$ cat config.mk
export PLATFORM = sky130hd
export DESIGN_NAME = wb_broadcast
export DESIGN_NICKNAME = d
export VERILOG_FILES = /design/src/rtl/wb_broadcast.sv
export SDC_FILE = /design/constraint.sdc
export NUM_CORES = 1
export LEC_CHECK = 0
export ABC_AREA = 1
export CORE_MARGIN = 5
export CORE_UTILIZATION = 63
export DETAILED_ROUTE_END_ITERATION = 10
export DONT_BUFFER_PORTS = 1
export PLACE_DENSITY = 0.79
export SYNTH_ARGS = -nofsm -noshare
export SYNTH_HDL_FRONTEND = slang
export SYNTH_SLANG_ARGS = --single-unit
$ cat constraint.sdc
create_clock -name CLK -period 7.9 [get_ports CLK]
set_input_delay 0.79 -clock CLK [delete_from_list [all_inputs] [get_ports CLK]]
set_output_delay 0.79 -clock CLK [all_outputs]
set_load 0.02 [all_outputs]
$ cat src/rtl/wb_broadcast.sv
// -----------------------------------------------------------------------------
// wb_broadcast
//
// Writeback broadcast unit. Completed results from the execute and memory
// stages each enter their own circular FIFO, which decouples the producers
// from STALL. Every cycle that STALL is low, the head of each non-empty FIFO
// is popped into registered channel outputs. These outputs carry the issue
// queue broadcast, the physical register file write enable and the ROB
// completion. The unit also owns the 64-entry physical-register ready vector
// (`busy`, 1 = final value present) that rename samples at enqueue.
//
// Optional feature macro: WB_BYPASS_EN
//   Defined     - a result that arrives while its FIFO is empty and STALL is
//                 low is loaded straight into the channel outputs at the
//                 sampling edge, which gives 1-edge latency.
//   Not defined - every result passes through its FIFO (2-edge latency).
//
// Parameters
//   DEPTH              entries per source FIFO (power of two, >= 2)
//
// Ports
//   CLK, RESET         clock; synchronous active-high reset
//   STALL              freezes pops/broadcasts; pushes and allocs continue
//   FLUSH              squashes all pending results, sets busy to all ones
//   exe_* / mem_*      result inputs: valid, dest map, value, ROB tag
//   rename_alloc(_map) rename allocated a destination (clears its busy bit)
//   exe_broadcast*     execute channel: valid, map, value
//   mem_broadcast*     memory channel: valid, map, value
//   physreg_we         register file write enables {mem, exe}
//   rob_done_*(_num)   ROB completion per channel with tag
//   busy               physical-register ready vector
//   exe_full/mem_full  registered FIFO-full flags
//   overflow           sticky: an input was dropped
// -----------------------------------------------------------------------------
module wb_broadcast #(
  parameter int DEPTH = 4
) (
  input  logic        CLK,
  input  logic        RESET,
  input  logic        STALL,
  input  logic        FLUSH,
  input  logic        exe_valid,
  input  logic [5:0]  exe_map,
  input  logic [31:0] exe_val,
  input  logic [31:0] exe_instr_num,
  input  logic        mem_valid,
  input  logic [5:0]  mem_map,
  input  logic [31:0] mem_val,
  input  logic [31:0] mem_instr_num,
  input  logic        rename_alloc,
  input  logic [5:0]  rename_alloc_map,
  output logic        exe_broadcast,
  output logic [5:0]  exe_broadcast_map,
  output logic [31:0] exe_broadcast_val,
  output logic        mem_broadcast,
  output logic [5:0]  mem_broadcast_map,
  output logic [31:0] mem_broadcast_val,
  output logic [1:0]  physreg_we,
  output logic        rob_done_exe,
  output logic [31:0] rob_done_exe_num,
  output logic        rob_done_mem,
  output logic [31:0] rob_done_mem_num,
  output logic [63:0] busy,
  output logic        exe_full,
  output logic        mem_full,
  output logic        overflow
);

  localparam int AW = $clog2(DEPTH);
  localparam int CW = AW + 1;

  typedef struct packed {
    logic [5:0]  map;
    logic [31:0] val;
    logic [31:0] num;
  } entry_t;

  // Channel index 0 = exe, 1 = mem throughout.
  entry_t          fifo_q   [2][DEPTH];
  logic [AW-1:0]   wr_ptr_q [2];
  logic [AW-1:0]   wr_ptr_d [2];
  logic [AW-1:0]   rd_ptr_q [2];
  logic [AW-1:0]   rd_ptr_d [2];
  logic [CW-1:0]   count_q  [2];
  logic [CW-1:0]   count_d  [2];
  entry_t          out_q    [2];
  entry_t          out_d    [2];
  logic [1:0]      bcast_q, bcast_d;
  logic [1:0]      full_q, full_d;
  logic [63:0]     busy_q, busy_d;
  logic            overflow_q, overflow_d;

  logic [1:0]      in_valid;
  entry_t          in_entry [2];
  entry_t          head     [2];
  logic [1:0]      pop, push, bypass;

  always_comb begin
    in_valid    = {mem_valid, exe_valid};
    in_entry[0] = {exe_map, exe_val, exe_instr_num};
    in_entry[1] = {mem_map, mem_val, mem_instr_num};
    for (int c = 0; c < 2; c++) begin
      head[c] = fifo_q[c][rd_ptr_q[c]];
    end
  end

  always_comb begin
    // NOTE: every variable gets a default before any branch so that no path
    // leaves it unassigned, which would otherwise infer a latch.
    for (int c = 0; c < 2; c++) begin
      wr_ptr_d[c] = wr_ptr_q[c];
      rd_ptr_d[c] = rd_ptr_q[c];
      count_d[c]  = count_q[c];
      out_d[c]    = out_q[c];
    end
    bcast_d    = '0;
    pop        = '0;
    push       = '0;
    bypass     = '0;
    busy_d     = busy_q;
    overflow_d = overflow_q;

    if (FLUSH) begin
      // Squash wins over STALL, push and alloc; overflow is left alone.
      for (int c = 0; c < 2; c++) begin
        wr_ptr_d[c] = '0;
        rd_ptr_d[c] = '0;
        count_d[c]  = '0;
      end
      busy_d = '1;
    end else begin
      for (int c = 0; c < 2; c++) begin
        pop[c] = !STALL && (count_q[c] != '0);
`ifdef WB_BYPASS_EN
        bypass[c] = !STALL && (count_q[c] == '0) && in_valid[c];
`endif
        // A full FIFO still accepts a push when the head leaves this cycle.
        push[c] = in_valid[c] && !bypass[c] &&
                  ((count_q[c] < CW'(DEPTH)) || pop[c]);
        if (in_valid[c] && !bypass[c] && !push[c]) begin
          overflow_d = 1'b1;
        end

        if (pop[c]) begin
          out_d[c]             = head[c];
          bcast_d[c]           = 1'b1;
          rd_ptr_d[c]          = rd_ptr_q[c] + AW'(1);
          busy_d[head[c].map]  = 1'b1;
        end else if (bypass[c]) begin
          out_d[c]               = in_entry[c];
          bcast_d[c]             = 1'b1;
          busy_d[in_entry[c].map] = 1'b1;
        end

        if (push[c]) begin
          wr_ptr_d[c] = wr_ptr_q[c] + AW'(1);
        end
        count_d[c] = count_q[c] + CW'(push[c]) - CW'(pop[c]);
      end

      // Applied after the broadcast sets so a same-cycle alloc wins.
      if (rename_alloc) begin
        busy_d[rename_alloc_map] = 1'b0;
      end
    end

    // Register 0 is architecturally constant and always ready.
    busy_d[0] = 1'b1;

    for (int c = 0; c < 2; c++) begin
      full_d[c] = (count_d[c] == CW'(DEPTH));
    end
  end

  always_ff @(posedge CLK) begin
    // NOTE: state registers use non-blocking assignments so that every flop
    // samples the pre-edge value of every other flop, independent of order.
    if (RESET) begin
      for (int c = 0; c < 2; c++) begin
        wr_ptr_q[c] <= '0;
        rd_ptr_q[c] <= '0;
        count_q[c]  <= '0;
        out_q[c]    <= '0;
      end
      bcast_q    <= '0;
      full_q     <= '0;
      busy_q     <= '1;
      overflow_q <= 1'b0;
    end else begin
      for (int c = 0; c < 2; c++) begin
        wr_ptr_q[c] <= wr_ptr_d[c];
        rd_ptr_q[c] <= rd_ptr_d[c];
        count_q[c]  <= count_d[c];
        out_q[c]    <= out_d[c];
      end
      bcast_q    <= bcast_d;
      full_q     <= full_d;
      busy_q     <= busy_d;
      overflow_q <= overflow_d;
    end
  end

  // NOTE: FIFO storage has no reset; an entry is only read after it has been
  // written, because the pointers and counts are reset.
  always_ff @(posedge CLK) begin
    for (int c = 0; c < 2; c++) begin
      if (push[c]) begin
        fifo_q[c][wr_ptr_q[c]] <= in_entry[c];
      end
    end
  end

  assign exe_broadcast     = bcast_q[0];
  assign exe_broadcast_map = out_q[0].map;
  assign exe_broadcast_val = out_q[0].val;
  assign mem_broadcast     = bcast_q[1];
  assign mem_broadcast_map = out_q[1].map;
  assign mem_broadcast_val = out_q[1].val;
  assign physreg_we        = bcast_q;
  assign rob_done_exe      = bcast_q[0];
  assign rob_done_exe_num  = out_q[0].num;
  assign rob_done_mem      = bcast_q[1];
  assign rob_done_mem_num  = out_q[1].num;
  assign busy              = busy_q;
  assign exe_full          = full_q[0];
  assign mem_full          = full_q[1];
  assign overflow          = overflow_q;

endmodule

==> run metrics, run 1 <==
outcome complete, no violations; Worst Setup End Kind flop; kind of cell adding the most delay to the critical path simple AND/OR/NAND/NOR gates; maximum fanout along the worst path 99; R2R depth 11; Final Hold Slack 0.2550 ns; gr usage total 27.66%; CTS buffer count 77; H-tree level count 3; flops & latches, synth roughly 780; IR drop worst, VDD approximately 0.23 mV; Post-synth EDFFs between 500 and 600; Die H 229.3 um; antenna violations before repair 1; DRT iter0 DRCs between 1500 and 2000; fraction of synthesized cell area in xor and xnor cells 0%; area grow syn2layout 9.307%; most frequent CP cell nand2_1; FF-to-FF Start rd_ptr_q[0][0]$_SDFFE_PP0N_; Mapped Avg Cell Area 10.93 um^2; largest net degree at the start of global routing between 100 and 150; clock sinks approximately 780; post-CTS setup buffer count 0; Rows 80; Leak between 10 and 15 nW; pre-CTS WS between 4 and 5 ns; number of global-route vias before repair about 20000; worst r2r dst busy[29]$_SDFF_PP1_; CP max-delay cell buf_4; setup TNS 0 ns; Critical Path RT around 8.4 ns; fin crit share between 30% and 40%; sequential share of the synthesized area a little over two thirds; share of flip-flops with an asynchronous set or reset 0%; simple-gate share of the synthesized area 15.71%; maximum root-to-sink buffer count 3; Compound-Gate Fraction of Synth Area about a tenth; Ys Warns 0; I/O pins approximately 370; most common cell in the netlist nor2_1; first drt pass iteration count 6; Hold-fix buffers, CTS 0; first-pass GRT wire length approximately 110000 um; largest family of logic cells by synthesized area simple AND/OR/NAND/NOR gates; Starting Density approximately 64%; number of port buffers 0; Critical Setup Path Class reg2reg; Synth top area share a little under three fifths; Worst Setup SP rd_ptr_q[0][0]$_SDFFE_PP0N_; Synth area leader edfxtp_1; Pwr Density about 260 nW/um^2; WP buf/inv 1; Final Hold Viols 0; final core occ 69.49%; wire length per cell roughly 22 um; CTS tree yes; flop2flop setup slack ~5.0 ns; NumNets Final just under 3000; top_reg_cell synth edfxtp_1; Area after DPL roughly 31000 um^2; GP Congestion 0.8752; Slew Limit Headroom about 7%; top cells by count, synth nor2_1 (582), edfxtp_1 (560), nand2_1 (428); multiplexer share of the synthesized area 0%; clock slew at reported path FFs 0.06 ns; Critical Path AT ~3.4 ns; hold crit path type in2reg; DR vias/cell 6.022; Setup crit start kind flop; DIE AREA between 50000 and 60000 um^2; fin crit period roughly 2.9 ns; DRT antenna net count 0; Area contributors post-synth edfxtp_1 (56%), dfxtp_1 (15%), nor2_1 (7.2%), o21ai_0 (6.0%), nand2_1 (5.3%); Post-Synthesis Cells 2771; Max Cap Viol 0; RSZ-0062 raised after global routing false; Filler Cell Count around 3300; clk root buf clkbuf_16; Final setup viols 0; Core Footprint between 40000 and 50000 um^2; Pins Over Slew Limit 0; Layout Cell Area excl Fill approximately 33000 um^2; Synth Area in Adders less than 1%; Netlist cell types 33; Slew @ Worst Pin 1.384 ns; slowest stage delay, CP roughly 0.87 ns; grt total ovfl 0; Netlist Area Pre-Place between 30000 and 40000 um^2; skew final between 0.015 and 0.02 ns; DRT Wirelength between 70000 and 80000 um; dpl hpwl between 40000 and 50000 um; post-cts resize count 0; post-synth net total about 2900; Vias 20460; final worst slack between 5 and 6 ns; clock latency on the worst-skew pair just over 0.6 ns; crit path cell chain buf_4 > nand2_1 > nand2_1 > nand2_1 > nand2_1 > nand2_1 > nor3_4 > nand2_1 > nand2_1 > nand2_1 > nand2_1; CP Capture Point busy[29]$_SDFF_PP1_; max frequency 344.9 MHz; DRC 0; die width between 200 and 250 um; critical path depth 11; share of layout cells above drive strength 1 just under 8%
-- metrics by stage --
stage	total power, W	instances
after floorplan	0.005068	2771
after global placement	0.005180	3256
after detailed placement	0.005201	3256
after CTS	0.008794	3396
after global routing	0.009039	3396
final	0.008751	3397
-- layer usage --
| layer | part of all wire [%] | routed length (um) | GRT usage, % |
|---|---|---|---|
| met1 | 37 | 27490 | 32.50 |
| met4 | 3.5 | 2590 | 9.340 |
| met5 | 0.017 | 13 | 0 |
| met2 | 50 | 37170 | 47.40 |
| met3 | 10 | 7532 | 10.18 |
-- power by group --
group          internal [W]  switching, W  leakage [nW]
logic              0.000116      0.000321          3.86
clock network       0.00216       0.00147          1.22
registers           0.00453      0.000161          6.89
-- registers in the layout, summed over array words and instances, names as in the netlist --
register,cells
physreg_we,2
count_q,6
wr_ptr_q,4
full_q,2
fifo_q,560
rd_ptr_q,4
out_q,140
busy,63
overflow,1
-- cells by family after synthesis --
logic type	Yosys count
DFF	782
AOI/OAI and AO/OA	563
other	1
buffers and inverters	246
and+or+nand+nor	1165
adders and majority gates	14
-- cell usage in the layout (no fill, tap or decap), types with 2 or more instances in the layout --
master and count:
clkbuf_8 7, clkinv_2 10, dfxtp_2 2, inv_6 2
nand2_1 427, bufinv_16 8, nor2_4 16, edfxtp_1 560
nor4_1 2, inv_1 76, nor2_1 573, clkinvlp_4 3
nand3_1 69, o21ai_1 38, a21oi_1 32, dfxtp_4 2
ha_1 12, fa_1 2, o22ai_1 128, dfxtp_1 218
nor2_2 16, nand3_2 7, clkbuf_1 19, nand3b_1 12
o21ai_0 363, inv_2 14, clkbuf_16 79, nor3_4 3
nor3_1 13, clkinv_1 14, nand2_2 26, buf_4 23
-- worst min-delay path by stage --
stage,start,end,slack (ns),depth (start not counted)
floorplan,wr_ptr_q[0][3]$_SDFFE_PP0N_,wr_ptr_q[0][3]$_SDFFE_PP0N_,0.49,2
global placement,rd_ptr_q[0][1]$_SDFFE_PP0N_,rd_ptr_q[0][1]$_SDFFE_PP0N_,0.43,2
detailed placement,rd_ptr_q[0][1]$_SDFFE_PP0N_,rd_ptr_q[0][1]$_SDFFE_PP0N_,0.44,2
CTS,RESET,out_q[0][134]$_SDFFE_PP0P_,0.22,1
global route,RESET,out_q[0][134]$_SDFFE_PP0P_,0.22,1
finish,RESET,out_q[0][134]$_SDFFE_PP0P_,0.26,1
-- area by class of cell --
| cell class | instances | area, um^2 | area share [%] |
|---|---|---|---|
| diodes | 1 | 2.502 | 0.007559 |
| clock buffers | 105 | 2145 | 6.478 |
| clock inverters | 35 | 369.1 | 1.115 |
| inverters | 93 | 357.8 | 1.081 |
| multi-input cells | 1743 | 8020 | 24.23 |
| flip-flops and latches | 782 | 21270 | 64.25 |
| well taps | 615 | 769.5 | 2.324 |
| repair buffers | 23 | 172.7 | 0.5215 |
Power figures use the tool's default switching activity.
==> inputs of run 2 (changes only) <==
CORE_UTILIZATION = 57   (was 63)
PLACE_DENSITY = 0.75   (was 0.79)
clock period = 2.3 ns   (was 7.9 ns; I/O delays follow)
==> run 2 against run 1 <==
Via count rose by 6.3%; clock power grew to 3.6 times the previous value; clock-buffer cell count rose by 5; combinational power increased to 4.6 times the previous value; sequential power grew to 3.4 times the previous value; register-to-register slack got worse by 4.9 ns; setup slack got worse by 4.9 ns; die area increased by 10%; hold slack got worse by 0.20 ns; final cell count rose by 8.4%; largest power group unchanged.
==> run metrics, run 2 (synthesis results as in run 1) <==
Pint 0.02365 W (+250%); CTS tree yes; NumNets Final 3087 (+6.9%); first-pass GRT wire length 120200 um (+5.6%); gr usage total 26.53% (-1.1 points); Final Power 0.03098 W (+250%); hold crit path type in2reg; Slew @ Worst Pin 0.8163 ns (-0.5676 ns); largest net degree at the start of global routing 129 (-10%); commonest non-fill, non-tap cell in the layout nor2_1; Critical Path RT 2.79 ns (-5.65 ns); antenna violations before repair 10 (+9); combinational power share 6.5% (+1.5 points); IR drop worst, VDD 1.118 mV (+390%); DR vias/cell 5.901 (-2.0%); Starting Density 57.64% (-5.9 points); power share of the sequential group 51.8% (-1.7 points); Max Cap Viol 0 (unchanged); Critical Setup Path Class reg2reg; H-tree level count 3 (unchanged); clock slew at reported path FFs 0.06 ns (about the same); Rows 84 (+5.0%); most frequent cells in the layout nor2_1 (572), edfxtp_1 (560), nand2_1 (427); DRT Wirelength 79540 um (+6.3%); DRC 0 (unchanged); outcome complete, no violations; Layout Cell Area excl Fill 35620 um^2 (+7.6%); placed cell count 3368 (+3.4%); grt total ovfl 0 (unchanged); Critical Path AT 2.70 ns (-0.74 ns); clock latency on the worst-skew pair 0.62 ns (about the same); pre-CTS WS 0.09694 ns (-4.758 ns); maximum fanout along the worst path 6 (-94%); Worst Setup SP count_q[0][4]$_SDFF_PP0_; clock network power share 41.7% (+0.2 points); area grow syn2layout 17.59%; Pins Over Slew Limit 0 (unchanged); maximum root-to-sink buffer count 3 (unchanged); Final Hold Viols 0 (unchanged); I/O pins 366 (unchanged); Core Footprint 52550 um^2 (+10%); Cell Count, Final, Fillers Out 3684 (+8.4%); number of global-route vias before repair 21270 (+5.5%); Worst Hold Launch FLUSH; Die H 240.5 um (+4.9%); Final setup viols 0 (unchanged); Leak 13.02 nW (+8.7%); DRT antenna net count 0 (unchanged); Slew Limit Headroom 45.16% (+38 points); Setup crit start kind flop; fin crit period 2.207 ns (-0.6924 ns); share of layout cells above drive strength 1 9.143% (+1.2 points); die width 240.5 um (+4.9%); CTS buffer count 79 (+2.6%); first drt pass iteration count 7 (+1); number of port buffers 0 (unchanged); DIE AREA 57850 um^2 (+10%); GP Congestion 0.8804 (+0.59%); DRT iter0 DRCs 1968 (+0.51%); sw frac 23.68% (+1.4 points); final worst slack 0.09308 ns (-4.908 ns); fin crit share 95.95% (+59 points); max reg flops 560 (unchanged); FF-to-FF Start count_q[0][4]$_SDFF_PP0_; clk root buf clkbuf_16; max frequency 453.1 MHz (+31%); wire length per cell 21.59 um (-1.9%); clock sinks 782 (unchanged); final core occ 67.78% (-1.7 points); Pwr Density 869.9 nW/um^2 (+230%); skew final 0.02409 ns (+0.004899 ns); Worst Setup End Kind flop; Area after DPL 31340 um^2 (+2.4%); dpl hpwl 47310 um (+8.5%); Vias 21740 (+6.3%); net load switching power 0.007336 W (+280%); post-CTS setup buffer count 0 (unchanged)
run 2: path summary, 6_finish.rpt:
check	cells past startpoint	end	slack, ns
hold reg to reg	2	wr_ptr_q[0][1]$_SDFFE_PP0P_	0.53
hold / removal	3	out_q[0][135]$_SDFFE_PP0P_	0.05
setup / recovery	11	full_q[1]$_SDFF_PP0_	0.09
setup reg to reg	11	full_q[1]$_SDFF_PP0_	0.09
run 2: timing repair:
action,4_1_cts,5_1_grt
hold buffers,159,1
endpoints found under the setup margin,0,3
resized for setup,0,3
endpoints found under the hold margin,623,3
run 2: per-layer routing:
layer	global-route usage [%]	vias to the layer above	part of all wire, %
met5	0	-	0.016
met4	9.474	2	3.1
met3	6.343	184	8.8
met2	44.60	997	50
met1	34.07	10670	38
li1	-	9892	-
run 2: layout make-up:
type / count / area, um^2
multi-input combinational: 1743 / 8033
inverter: 93 / 357.8
tap: 688 / 860.8
timing repair buffer: 221 / 2420
clock buffer: 110 / 2227
sequential: 782 / 21270
clock inverter: 37 / 422.9
antenna: 10 / 25.02
fill: 3695 / 16930
run 2: power groups by stage:
| stage | registers [W] | logic [W] | clock network, W |
|---|---|---|---|
| finish | 0.0160 | 0.00201 | 0.0129 |
| global route | 0.0161 | 0.00221 | 0.0137 |
| CTS | 0.0160 | 0.00197 | 0.0130 |
| detailed placement | 0.0163 | 0.00161 | 0 |
| global placement | 0.0163 | 0.00156 | 0 |
| floorplan | 0.0162 | 0.00116 | 0 |
run 2: worst max-delay path, cell delays in order, from the launching register on:
cell	delay [ns]
dfxtp_1	0.35
nor2_2	0.15
nand2_1	0.10
nand2_4	0.11
inv_2	0.07
ha_1	0.27
inv_1	0.04
ha_1	0.18
inv_1	0.06
fa_1	0.43
a21oi_1	0.22
nor3_2	0.08
run 2: stage by stage:
step,hold WS (ns),setup TNS (ns)
finish,0.05213,0
global route,0.03867,-0.04849
CTS,0.004968,0
detailed placement,0.3092,0
global placement,0.3045,0
floorplan,0.2991,-348.66
==> inputs of run 3 (changes only) <==
REMOVE_ABC_BUFFERS = 1   (was default)
==> run 3 against run 2 <==
Flip-flop and latch count unchanged; sequential power about the same; largest power group unchanged; critical path type unchanged; combinational power about the same; clock-buffer cell count up 3.
==> run metrics, run 3 (synthesis results as in run 1) <==
outcome complete, no violations; Max Cap Viol 0 (unchanged); NumNets Final 3078 (-0.29%); Pwr Density 873.7 nW/um^2 (+0.43%); Area after DPL 31250 um^2 (-0.28%); first drt pass iteration count 6 (-1); number of global-route vias before repair 21390 (+0.55%); clk root buf clkbuf_16; maximum fanout along the worst path 5 (-1); setup TNS 0 ns (unchanged); clock sinks 782 (unchanged); Register Area 21270 um^2 (unchanged); first-pass GRT wire length 119100 um (-0.94%); Starting Density 57.64% (unchanged); GP Congestion 0.9338 (+6.1%); RSZ-0062 raised after global routing false; Critical Path AT 2.56 ns (-0.14 ns); max reg flops 560 (unchanged); multi-input logic area 8020 um^2 (-0.16%); CTS buffer count 78 (-1.3%); fin crit share 90.34% (-5.6 points); Slew @ Worst Pin 1.075 ns (+0.2591 ns); post-CTS setup buffer count 0 (unchanged); wire length per cell 21.33 um (-1.2%); Slew Limit Headroom 28.31% (-17 points); antenna violations before repair 10 (unchanged); Critical Path RT 2.78 ns (about the same); share of layout cells above drive strength 1 9.103% (-0.040 points); max frequency 481.3 MHz (+6.2%); Filler Cell Count 3666 (-0.78%); CTS tree yes; clock slew at reported path FFs 0.06 ns (about the same); Critical Setup Path Class reg2reg; maximum root-to-sink buffer count 3 (unchanged); Rows 84 (unchanged); skew final 0.02626 ns (+0.002165 ns); DRT Wirelength 78420 um (-1.4%); area grow syn2layout 17.22%; most frequent cells in the layout nor2_1 (573), edfxtp_1 (560), nand2_1 (427); die width 240.5 um (unchanged); commonest non-fill, non-tap cell in the layout nor2_1; largest net degree at the start of global routing 123 (-4.7%); DRT iter0 DRCs 1987 (+0.97%); Pins Over Slew Limit 0 (unchanged); number of port buffers 0 (unchanged); Core Footprint 52550 um^2 (unchanged); dpl hpwl 45690 um (-3.4%); IR drop worst, VDD 0.9724 mV (-13%); gr usage total 26.32% (-0.21 points); DRC 0 (unchanged); DIE AREA 57850 um^2 (unchanged); clock latency on the worst-skew pair 0.63 ns (about the same); Setup crit start kind flop; grt total ovfl 0 (unchanged); I/O pins 366 (unchanged); Die H 240.5 um (unchanged); fin crit period 2.078 ns (-0.1291 ns); Layout Cell Area excl Fill 35500 um^2 (-0.32%); Vias 21470 (-1.2%); Worst Setup End Kind flop; Final Hold Viols 0 (unchanged); H-tree level count 3 (unchanged); DR vias/cell 5.842 (-1.0%); hold crit path type in2reg; Leak 12.97 nW (-0.37%); Final setup viols 0 (unchanged); DRT antenna net count 0 (unchanged)
-- run 3: cell types whose count changed in the layout (fill, tap and decap cells not counted), sizes merged --
cell / delta
clkbuf: +3
inv: -1
buf: -5
clkinv: -4
diode: +1
clkinvlp: +1
dlygate4sd3: -3
-- run 3: report_power, final --
group / leakage (nW) / total, W / internal, W / switching [W]
clock: 1.29 / 0.0130 / 0.00760 / 0.00539
sequential: 6.89 / 0.0160 / 0.0155 / 0.000515
combinational: 4.78 / 0.00199 / 0.000659 / 0.00133
total: 13.0 / 0.0310 / 0.0238 / 0.00723
-- run 3: cell type report --
cell class | count | area share, %
Sequential cell | 782 | 59.91
Multi-Input combinational cell | 1743 | 22.59
Timing Repair Buffer | 213 | 6.485
Clock buffer | 113 | 6.474
Tap cell | 688 | 2.425
Clock inverter | 33 | 1.029
Inverter | 93 | 1.008
Antenna cell | 11 | 0.07753
-- run 3: what timing repair did --
action,CTS,global route
resized for setup,0,0
endpoints found under the hold margin,634,0
hold buffers,156,0
-- run 3: worst paths after layout --
path,from,end,slack [ns],cells after the start
hold / removal,FLUSH,out_q[0][138]$_SDFFE_PP0P_,0.03,3
setup / recovery,count_q[0][4]$_SDFF_PP0_,full_q[1]$_SDFF_PP0_,0.22,12
hold reg to reg,wr_ptr_q[0][1]$_SDFFE_PP0P_,wr_ptr_q[0][1]$_SDFFE_PP0P_,0.54,2
setup reg to reg,count_q[0][4]$_SDFF_PP0_,full_q[1]$_SDFF_PP0_,0.22,12
-- run 3: metal layers --
layer / track usage [%] / wire, um / vias to the layer above
met4: 10.94 / 3257 / 0
met2: 44.01 / 38400 / 1021
met1: 32.90 / 29390 / 10390
li1: - / - / 9854
met3: 6.894 / 7382 / 206
met5: 0 / 0 / -
-- run 3: metrics by stage --
| step | cells | power, W | worst slack [ns] | hold WS, ns | util (%) |
|---|---|---|---|---|---|
| 2_1_floorplan | 2618 | 0.01732 | -2.302 | 0.2991 | - |
| 3_3_place_gp | 3363 | 0.01788 | 0.2853 | 0.3057 | 59.47 |
| 3_5_place_dp | 3363 | 0.01795 | 0.2665 | 0.3118 | 59.47 |
| 4_1_cts | 3665 | 0.03107 | 0.2363 | 0.002569 | 67.51 |
| 5_1_grt | 3674 | 0.03203 | 0.07217 | 0.04210 | 67.55 |
| 6_report | 3676 | 0.03102 | 0.2222 | 0.03397 | 67.56 |
-- run 3: worst max-delay path, stage by stage, from the launching register on --
cell and delay (ns):
dfxtp_1 0.35, nor2_1 0.15, nand2_1 0.08, nand2_2 0.07, inv_2 0.06, ha_1 0.28
inv_1 0.06, ha_1 0.14, inv_1 0.05, fa_1 0.40, a21oi_1 0.12, nand3b_1 0.14
nor3_1 0.05
